### src/rtl/rv32_pkg.sv
// Constants shared by the writeback path: register index width, regfile depth
// and the default number of writeback requesters.
package rv32_pkg;

    localparam int NUM_SRC_DEF   = 3;
    localparam int REG_IDX_W     = 5;
    localparam int REGFILE_DEPTH = 32;

endpackage

### src/rtl/wb_arb_sel.sv
// One-hot grant selection: the first asserted request found when scanning
// upward from ptr (wrapping) wins. ptr tied to 0 gives lowest-index-wins.
module wb_arb_sel #(
    parameter int NUM_SRC = 3,
    parameter int PTR_W   = 2
) (
    input  logic [NUM_SRC-1:0] req,
    input  logic [PTR_W-1:0]   ptr,
    output logic [NUM_SRC-1:0] grant
);

    logic found;
    int   idx;

    always_comb begin
        grant = '0;
        found = 1'b0;
        idx   = 0;
        for (int k = 0; k < NUM_SRC; k++) begin
            idx = (int'(ptr) + k) % NUM_SRC;
            if (!found && req[idx]) begin
                grant[idx] = 1'b1;
                found      = 1'b1;
            end
        end
    end

endmodule

### src/rtl/wb_arbiter.sv
// Writeback arbiter with register busy scoreboard and a registered regfile
// write port. Define WB_ARB_RR_EN for round-robin grants; otherwise fixed priority.
module wb_arbiter
    import rv32_pkg::*;
#(
    parameter int NUM_SRC = NUM_SRC_DEF,
    parameter int DATA_W  = 32
) (
    input  logic                          clk,
    input  logic                          rst,
    input  logic [NUM_SRC-1:0]            src_valid,
    output logic [NUM_SRC-1:0]            src_ready,
    input  logic [NUM_SRC*REG_IDX_W-1:0]  src_rd,
    input  logic [NUM_SRC*DATA_W-1:0]     src_data,
    input  logic                          issue_en,
    input  logic [REG_IDX_W-1:0]          issue_rd,
    input  logic [REG_IDX_W-1:0]          rs1,
    input  logic [REG_IDX_W-1:0]          rs2,
    output logic                          stall,
    output logic                          w_en,
    output logic [REG_IDX_W-1:0]          rd,
    output logic [DATA_W-1:0]             w_data
);

    localparam int PTR_W = (NUM_SRC > 1) ? $clog2(NUM_SRC) : 1;

    logic [REGFILE_DEPTH-1:0] busy_reg;
    logic [REGFILE_DEPTH-1:0] busy_next;
    logic [NUM_SRC-1:0]       grant;
    logic [PTR_W-1:0]         ptr;
    logic                     hs;
    logic [REG_IDX_W-1:0]     gnt_rd;
    logic [DATA_W-1:0]        gnt_data;
    logic [REG_IDX_W-1:0]     rd_arr   [NUM_SRC];
    logic [DATA_W-1:0]        data_arr [NUM_SRC];

    generate
        for (genvar gi = 0; gi < NUM_SRC; gi++) begin : g_unpack
            assign rd_arr[gi]   = src_rd[gi*REG_IDX_W +: REG_IDX_W];
            assign data_arr[gi] = src_data[gi*DATA_W +: DATA_W];
        end
    endgenerate

    wb_arb_sel #(
        .NUM_SRC (NUM_SRC),
        .PTR_W   (PTR_W)
    ) u_sel (
        .req   (src_valid),
        .ptr   (ptr),
        .grant (grant)
    );

    // Nothing may be accepted while reset is held, so a grant never leaks out.
    assign src_ready = rst ? '0 : grant;
    assign hs        = |src_ready;

    always_comb begin
        gnt_rd   = '0;
        gnt_data = '0;
        for (int i = 0; i < NUM_SRC; i++) begin
            if (grant[i]) begin
                gnt_rd   = rd_arr[i];
                gnt_data = data_arr[i];
            end
        end
    end

`ifdef WB_ARB_RR_EN
    logic [PTR_W-1:0] ptr_reg;
    logic [PTR_W-1:0] ptr_next;
    logic [PTR_W-1:0] gnt_idx;

    always_comb begin
        gnt_idx = '0;
        for (int i = 0; i < NUM_SRC; i++) begin
            if (grant[i]) gnt_idx = PTR_W'(i);
        end
        ptr_next = ptr_reg;
        if (hs) begin
            ptr_next = (gnt_idx == PTR_W'(NUM_SRC - 1)) ? '0 : gnt_idx + PTR_W'(1);
        end
    end

    always_ff @(posedge clk or posedge rst) begin
        if (rst) ptr_reg <= '0;
        else     ptr_reg <= ptr_next;
    end

    assign ptr = ptr_reg;
`else
    assign ptr = '0;
`endif

    // Index 0 is never busy, so reads of x0 never stall.
    assign stall = busy_reg[rs1] | busy_reg[rs2] | busy_reg[issue_rd];

    // Set is applied after clear so an issue wins over a same-cycle writeback.
    always_comb begin
        busy_next = busy_reg;
        if (w_en) busy_next[rd] = 1'b0;
        if (issue_en && !stall && (issue_rd != '0)) busy_next[issue_rd] = 1'b1;
        busy_next[0] = 1'b0;
    end

    always_ff @(posedge clk or posedge rst) begin
        if (rst) begin
            busy_reg <= '0;
            w_en     <= 1'b0;
            rd       <= '0;
            w_data   <= '0;
        end else begin
            busy_reg <= busy_next;
            if (hs) begin
                w_en   <= (gnt_rd != '0);
                rd     <= gnt_rd;
                w_data <= gnt_data;
            end else begin
                w_en <= 1'b0;
            end
        end
    end

endmodule

### config.mk
export PLATFORM = sky130hd
export DESIGN_NAME = wb_arbiter
export DESIGN_NICKNAME = d
export VERILOG_FILES = /design/src/rtl/rv32_pkg.sv /design/src/rtl/wb_arb_sel.sv /design/src/rtl/wb_arbiter.sv
export SDC_FILE = /design/constraint.sdc
export NUM_CORES = 1
export LEC_CHECK = 0
export BUFFER_PORTS_ARGS = -buffer_cell sky130_fd_sc_hd__buf_2
export CORE_MARGIN = 2
export CORE_UTILIZATION = 35
export DETAILED_ROUTE_END_ITERATION = 8
export REMOVE_ABC_BUFFERS = 1
export SLEW_MARGIN = 30
export SYNTH_ARGS = -nofsm -noshare
export SYNTH_HDL_FRONTEND = slang
export SYNTH_SLANG_ARGS = --single-unit
### constraint.sdc
create_clock -name clk -period 3.6 [get_ports clk]
set_input_delay 0.54 -clock clk [delete_from_list [all_inputs] [get_ports clk]]
set_output_delay 0.54 -clock clk [all_outputs]
set_load 0.1 [all_outputs]
==> flow_summary_export.csv <==
group,metric,value,unit
status,status,"finished clean",
power,pwr-share-comb,42.0,%
die,placementRows,42,
cts,post_cts_buffers,0,
cts,clock-sinks,69,
timing,min_period,3.26,ns
drt,antenna_left,0,
timing,rsz0062_at_grt,"no",
cts,postCtsResizedCells,0,
power,seqPwrFrac,37.0,%
drt,vias,4811,
power,clockPowerShare,21.1,%
cts,worst_skew_pair.late_latency,0.32,ns
critical_path,worst-setup-path-type,"input pin to output pin",
global_route,overflow,0,
synth,synth_cell_type_count,42,
timing,timing.final.crit_share,90.4,%
timing,slew_viol_final,0,
die,die_h,120,um
run,drv_cap,0,
power,p_per_area,607,nW/um2
cts,root_buffer,"clkbuf_16",
global_route,grt_pass1_wl,24600,um
synth,syn-mean-instance-area,8.91,um2
synth,synth_most_common_cell,"o21ai_0",
global_route,antenna_found_initial,1,
finish,diodes,0,
cts,clk_pin_slew_worst_paths,0.05,ns
finish,drive_gt1_share,36.9,%
synth,synth-seq-cells,69,
global_route,gr-usage-all-layers,21.9,%
cts,cts_max_path_buffers,2,
power,switching_share,46.5,%
finish,areaGrowthSynthToFinish,25.0,%
synth,async_reset_ff_share,100,%
critical_path,worstPathMaxFanout,11,
placement,dp_hpwl,11800,um
die,die-area,14500,um2
cts,cts_max_level,3,
timing,hold_viol_final,0,
critical_path,worstSetupEndpointType,"output pin",
global_route,grt_pass1_vias,4602,
finish,final_core_util,44.7,%
timing,fmax,307,MHz
drt,drt_pass1_iterations,5,
synth,synth_edf_count,0,
power,p_switching,1.67,mW
drt,routedWlPerCell,18.5,um
cts,cts_tree,"yes",
synth,yosys-top-cells-count,"o21ai_0 (71), dfrtp_1 (69), nand2_1 (44), nor2_1 (43), a22oi_1 (39)",
timing,tightest_slew,0.882,ns
die,core,13200,um2
drt,drc,0,
critical_path,critPathLaunchType,"input pin",
synth,synth_top_area_share,36.5,%
finish,n_fill_cell,1368,
synth,syn_inst,531,
drt,drt-total-wl,15700,um
power,p_leak,2.53,nW
timing,slew_headroom,40.7,%
global_route,grt_start_max_net_pins,74,
synth,yosysWarnings,0,
synth,ys_top_cells_by_area,"dfrtp_1 (36%), o31ai_2 (7.9%), o21ai_0 (7.5%), a22oi_1 (6.2%), mux4_2 (4.8%)",
min_path,hp-class,"input pin to asynchronous set/reset pin",
critical_path,r2r_setup_slack,1.09,ns
synth,synth_flop_cell,"dfrtp_1",
timing,finalSetupViolCount,0,
die,initial_core_util,35.7,%
power,intPower,1.92,mW
placement,gp_congestion,0.982,
synth,syn_area,4730,um2
placement,port_buffers,173,
power,total_power,3.59,mW
synth,yosysSeqAreaShare,36.5,%
critical_path,worstPathRequired,3.06,ns
drt,drt_iter0_drc,284,
critical_path,worstPathArrival,2.72,ns
cts,cts_buffers,9,
drt,via_per_inst,5.64,
placement,dpl.cell_count,839,
cts,cts_hold_buffers,0,
finish,largest_reg_flops,32,
timing,fin_worst_skew,0.00742,ns
die,die_x,120,um
power,vdd_ir_drop_max,0.000293,V
finish,nNetsFinal,806,
synth,synth_area_leader_cell,"dfrtp_1",
finish,stdcell_count,853,
die,pin_count,174,
[logic make-up after synthesis]
group	synth area share, %
AND/OR/NAND/NOR	19.4
flip-flops	36.5
AO/OA/AOI/OAI	27.8
buffers and inverters	5.84
multiplexers	10.4
[cell type report]
| class | instances | area (um2) | area share (%) |
|---|---|---|---|
| repair buffers | 185 | 968 | 16.4 |
| clock buffers | 11 | 233 | 3.93 |
| well taps | 176 | 220 | 3.72 |
| clock inverters | 3 | 15.0 | 0.254 |
| multi-input cells | 405 | 2740 | 46.2 |
| flip-flops and latches | 69 | 1730 | 29.2 |
| inverters | 4 | 16.3 | 0.275 |
[metal layers]
layer | global-route usage, % | share of wire (%) | routed length, um | vias up
li1 | - | - | - | 2284
met1 | 28.4 | 41 | 6440 | 2260
met2 | 36.1 | 48 | 7570 | 232
met3 | 4.62 | 8.3 | 1300 | 33
met4 | 8.21 | 2.7 | 420 | 2
met5 | 0 | 0.083 | 13 | -
[path summary, 6_finish.rpt]
check | start | to | cells after the start
setup / recovery | rs2[1] | stall | 8
hold / removal | rst | w_data[27]$_DFFE_PP0P_ | 2
setup reg to reg | busy_reg[23]$_DFF_PP0_ | busy_reg[1]$_DFF_PP0_ | 7
hold reg to reg | w_data[16]$_DFFE_PP0P_ | w_data[16]$_DFFE_PP0P_ | 2
max in group asynchronous | rst | w_data[21]$_DFFE_PP0P_ | 3
min in group clk | w_data[16]$_DFFE_PP0P_ | w_data[16]$_DFFE_PP0P_ | 2
[critical path, stage by stage]
cell and delay [ns]:
buf_2 0.22, mux4_2 0.52, nand2b_1 0.16, nand4b_1 0.10, o2111ai_1 0.11, or3_1 0.35, or3b_1 0.41, buf_2 0.31
[power by group through the flow]
stage               registers [mW]  logic, mW  clock network [mW]
global placement              1.33       1.49                   0
detailed placement            1.33       1.51                   0
CTS                           1.32       1.51               0.770
floorplan                     1.63      0.680                   0
finish                        1.33       1.51               0.756
global route                  1.34       1.62               0.806
[layout by cell type, fill, tap and decap left out, types with 2 or more instances in the layout]
master	netlist	final
buf_4	1	11
and3b_1	3	3
o2111ai_1	3	3
buf_2	5	173
a2111oi_0	2	2
nor4_1	2	2
nand2_1	44	44
or3b_2	3	3
mux2_2	7	7
clkbuf_1	36	2
clkinv_2	0	4
clkbuf_16	0	9
dfrtp_1	69	69
nand3_1	30	30
a221oi_1	2	2
or3_1	3	3
nor3b_1	8	8
o21ai_0	71	71
nor2_1	43	43
a22oi_1	39	39
o31ai_2	30	30
o32ai_1	2	2
and3_1	2	2
nand2b_1	2	2
nand3b_1	9	9
nor3_1	4	3
nand4_1	9	9
nor2b_1	8	7
a21oi_1	38	38
inv_1	4	3
mux4_2	10	10
mux2i_1	19	19
nand4b_1	3	3
[stage by stage]
step	area [um2]	hold WS, ns	setup WS [ns]	TNS, ns
after global routing	5910	0.458	0.189	0
after CTS	5910	0.478	0.311	0
after floorplan	4470	0.507	-3.45	-128.16
final	5910	0.382	0.344	0
after global placement	5670	0.458	0.342	0
after detailed placement	5670	0.466	0.333	0
No activity file was read; power rests on OpenSTA's default activity.
